===== src/rtl/hack_pkg.sv =====
// Shared definitions for the Hack CPU controller: FSM states, instruction
// field positions, destination bits, jump codes and ALU comp codes.
package hack_pkg;

    typedef enum logic [2:0] {
        FETCH  = 3'd0,
        DECODE = 3'd1,
        MREAD  = 3'd2,
        EXEC   = 3'd3,
        MWRITE = 3'd4
    } state_e;

    localparam int IS_C    = 15;
    localparam int A_BIT   = 12;
    localparam int COMP_HI = 11;
    localparam int COMP_LO = 6;
    localparam int DEST_HI = 5;
    localparam int DEST_LO = 3;
    localparam int JUMP_HI = 2;
    localparam int JUMP_LO = 0;

    localparam int DEST_A = 5;
    localparam int DEST_D = 4;
    localparam int DEST_M = 3;

    localparam logic [2:0] JNULL = 3'b000;
    localparam logic [2:0] JGT   = 3'b001;
    localparam logic [2:0] JEQ   = 3'b010;
    localparam logic [2:0] JGE   = 3'b011;
    localparam logic [2:0] JLT   = 3'b100;
    localparam logic [2:0] JNE   = 3'b101;
    localparam logic [2:0] JLE   = 3'b110;
    localparam logic [2:0] JMP   = 3'b111;

    // Comp codes as (zx,nx,zy,ny,f,no); x is D, y is A or M.
    localparam logic [5:0] C_ZERO  = 6'b101010;
    localparam logic [5:0] C_ONE   = 6'b111111;
    localparam logic [5:0] C_NEG1  = 6'b111010;
    localparam logic [5:0] C_X     = 6'b001100;
    localparam logic [5:0] C_Y     = 6'b110000;
    localparam logic [5:0] C_NOTX  = 6'b001101;
    localparam logic [5:0] C_NOTY  = 6'b110001;
    localparam logic [5:0] C_NEGX  = 6'b001111;
    localparam logic [5:0] C_NEGY  = 6'b110011;
    localparam logic [5:0] C_XP1   = 6'b011111;
    localparam logic [5:0] C_YP1   = 6'b110111;
    localparam logic [5:0] C_XM1   = 6'b001110;
    localparam logic [5:0] C_YM1   = 6'b110010;
    localparam logic [5:0] C_XPY   = 6'b000010;
    localparam logic [5:0] C_XMY   = 6'b010011;
    localparam logic [5:0] C_YMX   = 6'b000111;
    localparam logic [5:0] C_XANDY = 6'b000000;
    localparam logic [5:0] C_XORY  = 6'b010101;

    function automatic logic reads_m(input logic [15:0] ir);
        return ir[IS_C] & ir[A_BIT];
    endfunction

endpackage


===== src/rtl/hack_jump_eval.sv =====
// Jump condition evaluation from a 3-bit jump code and the ALU result.
module hack_jump_eval
    import hack_pkg::*;
(
    input  logic [2:0]  jump_i,
    input  logic [15:0] value_i,
    output logic        take_o
);
    logic zr;
    logic ng;

    assign zr     = (value_i == 16'h0000);
    assign ng     = value_i[15];
    assign take_o = (jump_i[2] & ng) | (jump_i[1] & zr) | (jump_i[0] & ~ng & ~zr);

endmodule


===== src/rtl/hack_cpu_ctrl.sv =====
// Multi-cycle Hack CPU sequencer: fetch, decode, optional M read, execute on
// the external ALU, optional M write, commit. Owns A, D, PC and IR.
module hack_cpu_ctrl
    import hack_pkg::*;
#(
    parameter int                ADDR_W   = 15,
    parameter logic [ADDR_W-1:0] PC_RESET = '0
) (
    input  logic              clk,
    input  logic              rst_n,
    output logic              imem_req,
    output logic [ADDR_W-1:0] imem_addr,
    input  logic [15:0]       imem_rdata,
    input  logic              imem_valid,
    output logic              dmem_req,
    output logic              dmem_we,
    output logic [ADDR_W-1:0] dmem_addr,
    output logic [15:0]       dmem_wdata,
    input  logic [15:0]       dmem_rdata,
    input  logic              dmem_valid,
    output logic [15:0]       alu_x,
    output logic [15:0]       alu_y,
    output logic [5:0]        alu_c,
    input  logic [15:0]       alu_out,
    output logic [ADDR_W-1:0] pc_o,
    output logic [15:0]       a_o,
    output logic [15:0]       d_o,
    output logic              retire
);
    localparam logic [ADDR_W-1:0] PC_ONE = 1;

    state_e            state_q;
    logic [ADDR_W-1:0] pc_q;
    logic [15:0]       a_q, d_q, ir_q, r_q;
    logic              take_q;
    logic              imem_req_q, dmem_req_q, dmem_we_q, retire_q;
    logic [15:0]       alu_x_q, alu_y_q;
    logic [5:0]        alu_c_q;

    logic              take_exec;
    logic              take_d;
    logic [15:0]       r_d;
    logic              commit_d;

    hack_jump_eval u_jump (
        .jump_i  (ir_q[JUMP_HI:JUMP_LO]),
        .value_i (alu_out),
        .take_o  (take_exec)
    );

    // Commit happens either straight out of EXEC or when the M write completes.
    assign r_d      = (state_q == EXEC) ? alu_out   : r_q;
    assign take_d   = (state_q == EXEC) ? take_exec : take_q;
    assign commit_d = ((state_q == EXEC) && !ir_q[DEST_M]) ||
                      ((state_q == MWRITE) && dmem_req_q && dmem_valid);

    always_ff @(posedge clk or negedge rst_n) begin
        if (!rst_n) begin
            state_q    <= FETCH;
            pc_q       <= PC_RESET;
            a_q        <= '0;
            d_q        <= '0;
            ir_q       <= '0;
            r_q        <= '0;
            take_q     <= 1'b0;
            imem_req_q <= 1'b0;
            dmem_req_q <= 1'b0;
            dmem_we_q  <= 1'b0;
            retire_q   <= 1'b0;
            alu_x_q    <= '0;
            alu_y_q    <= '0;
            alu_c_q    <= '0;
        end else begin
            retire_q <= 1'b0;
            if (commit_d) begin
                if (ir_q[DEST_A]) a_q <= r_d;
                if (ir_q[DEST_D]) d_q <= r_d;
                pc_q       <= take_d ? a_q[ADDR_W-1:0] : pc_q + PC_ONE;
                retire_q   <= 1'b1;
                imem_req_q <= 1'b1;
                dmem_req_q <= 1'b0;
                dmem_we_q  <= 1'b0;
                state_q    <= FETCH;
            end else begin
                case (state_q)
                    FETCH: begin
                        // First cycle out of reset raises the request.
                        if (!imem_req_q) begin
                            imem_req_q <= 1'b1;
                        end else if (imem_valid) begin
                            ir_q       <= imem_rdata;
                            imem_req_q <= 1'b0;
                            state_q    <= DECODE;
                        end
                    end
                    DECODE: begin
                        if (!ir_q[IS_C]) begin
                            a_q        <= {1'b0, ir_q[14:0]};
                            pc_q       <= pc_q + PC_ONE;
                            retire_q   <= 1'b1;
                            imem_req_q <= 1'b1;
                            state_q    <= FETCH;
                        end else if (reads_m(ir_q)) begin
                            dmem_req_q <= 1'b1;
                            dmem_we_q  <= 1'b0;
                            state_q    <= MREAD;
                        end else begin
                            alu_c_q <= ir_q[COMP_HI:COMP_LO];
                            alu_x_q <= d_q;
                            alu_y_q <= a_q;
                            state_q <= EXEC;
                        end
                    end
                    MREAD: begin
                        if (dmem_req_q && dmem_valid) begin
                            dmem_req_q <= 1'b0;
                            alu_c_q    <= ir_q[COMP_HI:COMP_LO];
                            alu_x_q    <= d_q;
                            alu_y_q    <= dmem_rdata;
                            state_q    <= EXEC;
                        end
                    end
                    EXEC: begin
                        r_q        <= alu_out;
                        take_q     <= take_exec;
                        dmem_req_q <= 1'b1;
                        dmem_we_q  <= 1'b1;
                        state_q    <= MWRITE;
                    end
                    MWRITE: begin
                    end
                    default: state_q <= FETCH;
                endcase
            end
        end
    end

    assign imem_req   = imem_req_q;
    assign imem_addr  = pc_q;
    assign dmem_req   = dmem_req_q;
    assign dmem_we    = dmem_we_q;
    assign dmem_addr  = a_q[ADDR_W-1:0];
    assign dmem_wdata = r_q;
    assign alu_x      = alu_x_q;
    assign alu_y      = alu_y_q;
    assign alu_c      = alu_c_q;
    assign pc_o       = pc_q;
    assign a_o        = a_q;
    assign d_o        = d_q;
    assign retire     = retire_q;

endmodule


===== config.mk =====
export PLATFORM = sky130hd
export DESIGN_NAME = hack_cpu_ctrl
export DESIGN_NICKNAME = d
export VERILOG_FILES = /design/src/rtl/hack_pkg.sv /design/src/rtl/hack_jump_eval.sv /design/src/rtl/hack_cpu_ctrl.sv
export SDC_FILE = /design/constraint.sdc
export NUM_CORES = 1
export LEC_CHECK = 0
export ABC_AREA = 1
export CAP_MARGIN = 10
export CORE_MARGIN = 5
export CORE_UTILIZATION = 49
export CTS_BUF_LIST = sky130_fd_sc_hd__clkbuf_4
export DETAILED_ROUTE_END_ITERATION = 16
export PLACE_DENSITY = 0.83
export SETUP_SLACK_MARGIN = 0.4
export SYNTH_ARGS = -nofsm -noshare
export SYNTH_HDL_FRONTEND = slang
export SYNTH_SLANG_ARGS = --single-unit

===== constraint.sdc =====
create_clock -name clk -period 2.2 [get_ports clk]
set_input_delay 0.44 -clock clk [delete_from_list [all_inputs] [get_ports clk]]
set_output_delay 0.44 -clock clk [all_outputs]
set_load 0.1 [all_outputs]

==> impl_results.md, run 1 <==
* Outcome: completed
* TNS Setup at 0 ps
* Non-Filler Instances at 1113
* WL/cell at 17.32 um
* Synth Area per Inst at 8.460 um^2
* RSZ-0062 raised after global routing: yes
* Largest area contributor in the netlist: dfrtp_1
* CTS tree: done
* Max Slew Vio Count at 0
* Max-slew headroom at 56.35%
* Period utilization at 83.88%
* Area contributors post-synth: dfrtp_1 (51%), nand2_1 (12%), o21ai_0 (4.9%)
* Top cell type's share of synthesized area at 50.72%
* CTS H-Tree Depth at 4
* Ys flop type: dfrtp_1
* Highest Clock Rate at 0.5419 GHz
* ANT nets after route at 0
* Area occupied by registers at 0.003167 mm^2
* Routed Wire Length at 19270 um
* Port Buffers at 186
* R2r startpoint: state_q[0]$_DFFE_PN0P_
* CP Cell Sequence: inv_2 > nand2_2 > nor2_4 > nand2_4 > nand2_4 > nand2_8 > buf_12 > nor2_4 > clkbuf_16 > nand2_2 > nand2_1
* Root buf cell: clkbuf_4
* Setup-failing EPs final at 0
* DIE AREA at 0.01493 mm^2
* N_diodes at 0
* Detailed-route via count at 5817
* Commonest cells post-synth: nand2_1 (201), dfrtp_1 (125), inv_1 (68), o21ai_0 (60), nor2_1 (54)
* Max Root-Sink Buffers at 2
* YS warnings at 0
* FFs w/ async S/R, synth at 100.0%
* Worst Path Required at 2700 ps
* Multi-input logic area at 0.002479 mm^2
* Total core area at 0.01247 mm^2
* DR pass1 iterations at 6
* Max Fanout on Critical Path at 8
* Syn Inst Count at 729
* Drt drc at 0
* Gpl congestion at 0.9210
* First-pass GRT wire length at 28120 um
* Crit-path slowest cell: dfrtp_1
* Reg2Reg Capture Point: d_o[7]$_DFFE_PN0P_
* Crit start category: flop
* Crit path time final at 1845 ps
* Remaining global-route overflow at 0
* Final Hold Fails at 0
* Maxcap violations at 0
* Placed insts at 1048
* Synthesis-to-finish area growth at 43.03%
* CP delay by family, top: simple AND/OR/NAND/NOR gates
* EDFF count, synth at 0
* FF-to-FF path depth at 11
* CTS Buf Count at 17
* I/O pins at 187
* DP HPWL at 13250 um
* Die Width at 122.2 um
* All-layer global routing usage at 24.41%
* Initial Utilization at 49.47%
* Clock Latency Late Sink at 570 ps
* Row count at 41
* Sequential share of the synthesized area at 50.72%
* Final Net Count at 981
* Largest net degree at the start of global routing at 40
* Synth Register Bits at 125
* Least-Margin Pin Slew at 647.9 ps
* Netlist Area Pre-Place at 0.006167 mm^2
* Min-delay worst type: primary input to async pin
* Clock Sinks at 125
* CTS clock-pin slew for the worst setup and hold paths at 120 ps
* Critical path data arrival time at 2350 ps
* Die Y at 122.2 um
* Vias per cell at 5.226
* Bufs and invs on worst path at 3
* Synth cell types at 33
* Initial antenna violation count at 0
* Most instantiated library cell after synthesis: nand2_1
* Layout cells sized above 1 at 32.41%
* Post-Syn Nets at 782
* Fillers at 951
* Reg2reg setup slack at 350 ps
* Crit path capture type: flop
* Initial DRC count at 353
* Worst Setup Path Type: flop to flop
* Largest incremental delay on the critical path at 420 ps
* Clk_skew at 19.68 ps
* Vias in the first global route at 5497
==> area by class of cell <==
cell class              instances  share of cell area [%]
flip-flops and latches        125                   35.90
well taps                     172                   2.440
inverters                      73                   3.163
repair buffers                241                   27.01
clock buffers                  17                   1.447
clock inverters                15                   1.943
multi-input cells             470                   28.10
==> flip-flops by register name (all words and copies together), names as in the netlist, 3 cells and up <==
register	flops
imem_addr	15
d_o	16
alu_y	16
alu_x	16
ir_q	16
state_q	3
a_o	16
alu_c	6
dmem_wdata	16
==> repair_timing <==
item                                    in CTS  in global routing
hold buffers                                 1                  0
buffers inserted                             5                 17
endpoints found under the hold margin       34                  0
pin swaps                                    4                  9
cloned                                       2                  8
resized for setup                           25                 79
endpoints found under the setup margin      98                135
==> how the worst max path moves through the flow <==
| stage | from | cells past startpoint | to |
|---|---|---|---|
| after floorplan | a_o[0]$_DFFE_PN0P_ | 1 | dmem_addr[0] |
| after global placement | alu_out[15] | 10 | imem_addr[14]$_DFFE_PN0P_ |
| after detailed placement | alu_out[13] | 10 | imem_addr[14]$_DFFE_PN0P_ |
| after CTS | a_o[10]$_DFFE_PN0P_ | 1 | a_o[10] |
| after global routing | state_q[0]$_DFFE_PN0P_ | 11 | d_o[7]$_DFFE_PN0P_ |
| final | state_q[0]$_DFFE_PN0P_ | 11 | d_o[7]$_DFFE_PN0P_ |
==> worst reg2reg max path, cell delays in order, from the launching register on <==
cell and delay [ps]:
dfrtp_1 420, inv_2 120, nand2_2 100, nor2_4 130
nand2_4 90, nand2_4 100, nand2_8 90, buf_12 150
nor2_4 230, clkbuf_16 220, nand2_2 50, nand2_1 80
==> logic make-up after synthesis <==
logic type | Yosys count | synth area share (%)
XOR/XNOR | 12 | 1.704
multiplexers | 17 | 3.063
buffers and inverters | 136 | 11.32
AND/OR/NAND/NOR | 314 | 21.24
adder cells (fa/ha/maj) | 1 | 0.2028
flip-flops | 125 | 50.72
AO/OA/AOI/OAI | 124 | 11.75
==> cell usage in the layout (no fill, tap or decap), types with 10 or more instances in the layout <==
cell,n
inv_1,67
o21ai_0,51
clkbuf_4,17
o211ai_1,10
clkdlybuf4s50_1,50
buf_6,54
dfrtp_2,22
a21oi_1,10
nand3_1,39
o21ai_1,25
mux2_2,15
buf_4,120
nor2_1,52
dfrtp_1,100
nand2_4,10
nand2_1,190
a31oi_1,17
==> metrics by stage <==
step	hold slack (ps)	util, %	setup WS [ps]	cell area [um^2]
6_report	388.4	70.76	354.7	8821
2_1_floorplan	144.4	-	404.3	6197
4_1_cts	377.3	66.17	349.0	8249
3_3_place_gp	446.3	62.29	83.00	7765
5_1_grt	404.4	70.76	257.2	8821
3_5_place_dp	454.4	62.29	52.81	7765
==> routing by layer <==
| metal | part of all wire [%] | GRT usage [%] | up-vias | routed length [um] |
|---|---|---|---|---|
| met5 | 0 | 0 | - | 0 |
| met4 | 1.6 | 6.788 | 0 | 314 |
| met3 | 8.9 | 8.032 | 26 | 1715 |
| met2 | 49 | 39.19 | 261 | 9391 |
| met1 | 41 | 31.86 | 2821 | 7854 |
| li1 | - | - | 2709 | - |
Power of run 1 is left out: the tool's default activity adds up to more than one toggle a clock period on the data nets, which glitch-free logic cannot reach.
==> run 2: changes to the inputs <==
Clock period 2.2 ns to 1.7 ns, I/O delays scaled along.
==> impl_results.md, run 2 <==
* I/O pins at 187 (unchanged)
* All-layer global routing usage at 70.10%
* Top cell type's share of synthesized area at 50.72% (unchanged)
* Row count at 41 (unchanged)
* Synth cell types at 33 (unchanged)
* Port Buffers at 186 (unchanged)
* Syn Inst Count at 729 (unchanged)
* CTS H-Tree Depth at 4 (unchanged)
* Largest area contributor in the netlist: dfrtp_1
* Post-Syn Nets at 782 (unchanged)
* DP HPWL at 15530 um (+17%)
* Gpl congestion at 0.9504 (+3.2%)
* YS warnings at 0 (unchanged)
* Worst EP Category: sequential cell input
* Most instantiated library cell after synthesis: nand2_1
* Die Y at 122.2 um (unchanged)
* Sequential share of the synthesized area at 50.72% (unchanged)
* EDFF count, synth at 0 (unchanged)
* Root buf cell: clkbuf_4
* Largest net degree at the start of global routing at 46
* Remaining global-route overflow at 9
* Initial Utilization at 49.47% (unchanged)
* Crit. endpoint post-GRT repair: d_o[3]$_DFFE_PN0P_/D
* Initial antenna violation count at 2
* Commonest cells post-synth: nand2_1 (201), dfrtp_1 (125), inv_1 (68), o21ai_0 (60), nor2_1 (54)
* Clock Sinks at 125 (unchanged)
* Ys flop type: dfrtp_1
* Halt Stage: global routing
* Synth Register Bits at 125 (unchanged)
* Area contributors post-synth: dfrtp_1 (51%), nand2_1 (12%), o21ai_0 (4.9%)
* Placed insts at 1083 (+3.3%)
* Netlist Area Pre-Place at 0.006167 mm^2 (unchanged)
* Err: [ERROR GRT-0232] Routing congestion too high. Check the congestion heatmap in the GUI.
* Synth Area per Inst at 8.460 um^2 (unchanged)
* Die Width at 122.2 um (unchanged)
* Placement-stage cell area at 0.01001 mm^2 (+29%)
* Max Root-Sink Buffers at 2 (unchanged)
* Outcome: stopped before the end
* FFs w/ async S/R, synth at 100.0% (unchanged)
* CTS Buf Count at 17 (unchanged)
## run 2: cell counts after synthesis
Identical to the previous run, type by type.
## run 2: routing by layer
layer / GRT overflow / GRT usage [%]
met1: 0 / 69.08
met2: 6 / 88.57
met4: 2 / 73.97
met3: 1 / 52.88
met5: 0 / 5.556
## run 2: timing repair
item,4_1_cts
endpoints found under the setup margin,259
gates resized for setup,100
endpoints found under the hold margin,125
pin swaps,23
buffers inserted,76
gates cloned,6
hold buffers,1
## run 2: per-stage QoR
stage / worst slack, ps / utilization (%) / setup TNS, ps / hold WS, ps
floorplan: 38.56 / - / 0 / 44.41
global placement: -247.0 / 80.29 / -17080 / 191.0
detailed placement: -308.3 / 80.29 / -21440 / 188.6
CTS: -13.67 / 91.23 / -35.87 / 154.2
## run 2: kinds of logic after synthesis
| logic type | Yosys count | synth area share [%] |
|---|---|---|
| muxes | 17 | 3.063 |
| DFF | 125 | 50.72 |
| and+or+nand+nor | 314 | 21.24 |
| xor gates and xnor gates | 12 | 1.704 |
| adders and majority gates | 1 | 0.2028 |
| buffers and inverters | 136 | 11.32 |
| AOI/OAI and AO/OA | 124 | 11.75 |
==> run 3: changes to the inputs <==
Settings changed: CORE_UTILIZATION 49 to 40, CTS_BUF_LIST sky130_fd_sc_hd__clkbuf_4 to not set, PLACE_DENSITY 0.83 to not set, PLACE_DENSITY_LB_ADDON set to 0.15, SETUP_SLACK_MARGIN 0.4 to not set.
==> impl_results.md, run 3 (synthesis results as in run 1) <==
* Outcome: finished with violations
* Failing checks: setup timing
* Post-Place Setup Slack at -386.0 ps (-77.75 ps)
* Setup crit end: alu_x[15]$_DFFE_PN0P_
* DR pass1 iterations at 4
* Row count at 45 (+9.8%)
* Critical path data arrival time at 2140 ps
* Largest incremental delay on the critical path at 430 ps
* Clock Sinks at 125 (unchanged)
* Vias in the first global route at 5854
* Die Y at 134.2 um (+9.8%)
* Non-Filler Instances at 1153
* Root buf cell: clkbuf_16
* R2r startpoint: state_q[1]$_DFFE_PN0P_
* Placed insts at 1092 (+0.83%)
* Crit path capture type: flop
* Commonest cells after routing, fill and taps aside: nand2_1 (196), buf_12 (147), dfrtp_1 (108)
* Crit start category: flop
* Remaining global-route overflow at 0
* Period utilization at 107.8%
* Crit path time final at 1832 ps
* Clk_skew at 8.305 ps
* Largest net degree at the start of global routing at 77
* ANT nets after route at 0
* DP HPWL at 14400 um (-7.3%)
* CP Cell Sequence: inv_2 > buf_4 > nand3_1 > nor2_1 > nand2_1 > o21ai_4 > buf_12 > mux2_2
* Initial Utilization at 40.72% (-8.8 points)
* Crit-path slowest cell: dfrtp_1
* FF-to-FF path depth at 8
* WL/cell at 18.14 um
* Drt drc at 0
* Die Width at 134.2 um (+9.8%)
* Max Slew Vio Count at 0
* Gpl congestion at 0.8968 (-5.6%)
* CTS Buf Count at 17 (unchanged)
* Highest Clock Rate at 0.5458 GHz
* Layout cells sized above 1 at 33.06%
* All-layer global routing usage at 22.42%
* Synthesis-to-finish area growth at 76.20%
* N_diodes at 0
* Worst Setup Path Type: flop to flop
* DIE AREA at 0.01800 mm^2
* Total core area at 0.01515 mm^2
* Critical Path Source: state_q[1]$_DFFE_PN0P_
* Port Buffers at 186 (unchanged)
* Setup-failing EPs final at 68
* Max Root-Sink Buffers at 2 (unchanged)
* Commonest non-fill, non-tap cell in the layout: nand2_1
* Initial DRC count at 462
* Reg2reg setup slack at -130 ps
* Final Hold Fails at 0
* Worst Path Required at 2010 ps
* CTS clock-pin slew for the worst setup and hold paths at 50 ps
* Clock Latency Late Sink at 420 ps
* Max Fanout on Critical Path at 15
* Final Net Count at 1006
* CTS tree: done
* First-pass GRT wire length at 31610 um
* Routed Wire Length at 20910 um
* Max-slew headroom at 71.13%
* Initial antenna violation count at 0
* Maxcap violations at 0
* RSZ-0062 raised after global routing: yes
* Least-Margin Pin Slew at 421.0 ps
* Min-delay worst type: primary input to async pin
* Worst Slack Setup Final at -132.3 ps
* Detailed-route via count at 5992
* Reg2Reg Capture Point: alu_x[15]$_DFFE_PN0P_
* Vias per cell at 5.197
* CTS H-Tree Depth at 4 (unchanged)
* I/O pins at 187 (unchanged)
## run 3: routing by layer
| layer | up-vias | part of all wire [%] | global-route usage [%] |
|---|---|---|---|
| li1 | 2775 | - | - |
| met1 | 2886 | 41 | 28.57 |
| met2 | 293 | 49 | 37.09 |
| met3 | 38 | 8.0 | 6.302 |
| met4 | 0 | 2.1 | 7.127 |
| met5 | - | 0 | 0 |
## run 3: how the worst min path moves through the flow
| stage | slack, ps | to | start |
|---|---|---|---|
| after detailed placement | 350 | alu_y[9]$_DFFE_PN0P_ | rst_n |
| final | 450 | alu_y[12]$_DFFE_PN0P_ | rst_n |
| after global placement | 350 | alu_y[9]$_DFFE_PN0P_ | rst_n |
| after CTS | 450 | ir_q[15]$_DFFE_PN0P_ | imem_rdata[15] |
| after floorplan | 40 | a_o[0]$_DFFE_PN0P_ | rst_n |
| after global routing | 470 | ir_q[1]$_DFFE_PN0P_ | imem_rdata[1] |
## run 3: layout make-up
type                       instances  area [um^2]
clock buffer                      24        481.7
sequential                       125         3157
inverter                          73        284.0
tap                              188        235.2
timing repair buffer             264         4084
multi-input combinational        472         2512
fill                            1051         4279
clock inverter                     7        112.6
## run 3: repair_timing
item                                   CTS  global route
cloned                                   5             6
resized for setup                       21            53
hold buffers                             1             0
setup endpoints to repair               23           105
endpoints found under the hold margin  119             0
pin swaps                               10            11
setup buffers                           12             7
## run 3: metrics by stage
step | instance area, um^2 | hold slack, ps | utilization, % | TNS, ps
2_1_floorplan | 6211 | 44.41 | - | 0
3_3_place_gp | 9733 | 354.7 | 64.26 | -17410
3_5_place_dp | 9733 | 353.8 | 64.26 | -19440
4_1_cts | 10580 | 452.1 | 69.88 | -29.16
5_1_grt | 10870 | 466.8 | 71.75 | -11310
6_report | 10870 | 452.9 | 71.75 | -3886
## run 3: critical path: cells and delay by family (launching register included)
family / cells / cell delay (ps)
flip-flops: 1 / 430
AND/OR/NAND/NOR: 3 / 430
multiplexers: 1 / 340
buffers and inverters: 3 / 400
AO/OA/AOI/OAI: 1 / 110
Power of run 3 is left out for the same reason.
==> run 4: changes to the inputs <==
Settings changed: GPL_TIMING_DRIVEN set to 0.
Clock period 1.7 ns to 1.8 ns, I/O delays scaled along.
==> impl_results.md, run 4 (synthesis results as in run 1) <==
* Clk_skew at 7.754 ps (-0.5517 ps)
* Final Net Count at 1020 (+1.4%)
* Crit-path slowest cell: dfrtp_1
* CP delay by family, top: buffers and inverters
* CTS H-Tree Depth at 4 (unchanged)
* Root buf cell: clkbuf_16
* DIE AREA at 0.01800 mm^2 (unchanged)
* I/O pins at 187 (unchanged)
* Initial Utilization at 40.72% (unchanged)
* Largest incremental delay on the critical path at 400 ps (-30 ps)
* Fin Hold WS at 389.9 ps (-63.00 ps)
* Remaining global-route overflow at 0 (unchanged)
* Gpl congestion at 0.8521 (-5.0%)
* Post-Place Setup Slack at -438.0 ps (-52.04 ps)
* Crit start category: flop
* N_diodes at 0 (unchanged)
* Clock Latency Late Sink at 420 ps (about the same)
* Crit path time final at 1830 ps (-2.695 ps)
* FF-to-FF path depth at 10 (+2)
* RSZ-0062 raised after global routing: yes
* Routed Wire Length at 19320 um (-7.6%)
* Design area at 0.009333 mm^2 (-14%)
* CP dominant cell by count: nand2_4
* Failing checks: setup timing
* Synthesis-to-finish area growth at 51.33%
* Port Buffers at 186 (unchanged)
* Max Slew Vio Count at 0 (unchanged)
* First-pass GRT wire length at 30680 um (-2.9%)
* Worst Setup Path Type: flop to flop
* Period utilization at 101.6% (-6.1 points)
* Max Root-Sink Buffers at 2 (unchanged)
* R2r startpoint: state_q[2]$_DFFE_PN0P_
* Reg2Reg Capture Point: a_o[8]$_DFFE_PN0P_
* Die Y at 134.2 um (unchanged)
* Maxcap violations at 0 (unchanged)
* Die Width at 134.2 um (unchanged)
* Vias in the first global route at 5870 (+0.27%)
* ANT nets after route at 0 (unchanged)
* Crit path capture type: flop
* Initial DRC count at 302 (-35%)
* Layout cells sized above 1 at 33.98% (+0.92 points)
* Max-slew headroom at 61.03% (-10 points)
* Commonest non-fill, non-tap cell in the layout: nand2_1
* CP Depth at 10 (+2)
* Row count at 45 (unchanged)
* Initial antenna violation count at 0 (unchanged)
* Outcome: finished with violations
* Bufs and invs on worst path at 4 (+1)
* Final Hold Fails at 0 (unchanged)
* Detailed-route via count at 5779 (-3.6%)
* Reg2reg setup slack at -30 ps (+100 ps)
* Max Fanout on Critical Path at 10 (-5)
* Placement-stage cell area at 0.008322 mm^2 (-15%)
* DP HPWL at 13910 um (-3.4%)
* Commonest cells after routing, fill and taps aside: nand2_1 (198), dfrtp_1 (109), clkdlybuf4s15_2 (80)
* Drt drc at 0 (unchanged)
* CTS clock-pin slew for the worst setup and hold paths at 60 ps (about the same)
* Worst Path Required at 2090 ps (+80 ps)
* CTS tree: done
* All-layer global routing usage at 21.80% (-0.61 points)
* Largest net degree at the start of global routing at 96 (+25%)
* Clock Sinks at 125 (unchanged)
* CTS Buf Count at 17 (unchanged)
* Highest Clock Rate at 0.5466 GHz (+0.15%)
* Critical path data arrival time at 2110 ps (-30 ps)
* CP Cell Sequence: inv_2 > nand2_4 > nor2_4 > inv_4 > nand2_4 > nand2_8 > buf_6 > buf_8 > o211ai_1 > o21ai_1
* DR pass1 iterations at 4 (unchanged)
* WL/cell at 16.54 um (-8.8%)
* Min-delay worst type: primary input to async pin
* Total core area at 0.01515 mm^2 (unchanged)
* Worst Slack Setup Final at -29.64 ps (+102.7 ps)
* Setup-failing EPs final at 2 (-97%)
* Least-Margin Pin Slew at 587.4 ps (+166.3 ps)
* Vias per cell at 4.948 (-4.8%)
run 4: routing by layer:
layer | part of all wire [%] | GRT usage, %
met5 | 0 | 0
met4 | 1.9 | 8.428
met3 | 7.4 | 5.101
met2 | 47 | 34.75
met1 | 44 | 28.94
run 4: cell type report:
type / count / area, um^2
well taps: 188 / 235.2
clock inverters: 10 / 163.9
fillers: 1315 / 5813
flip-flops and latches: 125 / 3156
plain buffers: 62 / 496.7
inverters: 73 / 276.5
clock buffers: 22 / 464.2
repair buffers: 220 / 2085
multi-input cells: 468 / 2456
run 4: timing repair:
| action | in CTS | in global routing |
|---|---|---|
| gates cloned | 0 | 3 |
| endpoints found under the setup margin | 225 | 134 |
| pin swaps | 6 | 9 |
| setup buffers | 15 | 14 |
| hold endpoints to repair | 30 | 0 |
| hold buffers | 1 | 0 |
| gates resized for setup | 526 | 83 |
run 4: stage by stage:
step | utilization (%) | instances | setup TNS (ps)
after global placement | 54.75 | 1103 | -644050
after CTS | 60.04 | 1152 | -200.2
after floorplan | - | 729 | 0
final | 61.62 | 1168 | -45.47
after detailed placement | 54.94 | 1104 | -43060
after global routing | 61.62 | 1168 | -2331
run 4: how the worst max path moves through the flow:
stage / start / to / slack [ps]
2_1_floorplan: dmem_req$_DFFE_PN0P_ / a_o[10]$_DFFE_PN0P_ / 50
3_3_place_gp: rst_n / imem_addr[1]$_DFFE_PN0P_ / -5670
3_5_place_dp: alu_out[15] / imem_addr[6]$_DFFE_PN0P_ / -440
4_1_cts: state_q[0]$_DFFE_PN0P_ / a_o[8]$_DFFE_PN0P_ / -70
5_1_grt: state_q[2]$_DFFE_PN0P_ / a_o[8]$_DFFE_PN0P_ / -100
6_report: state_q[2]$_DFFE_PN0P_ / a_o[8]$_DFFE_PN0P_ / -30
Power of run 4 is left out for the same reason.
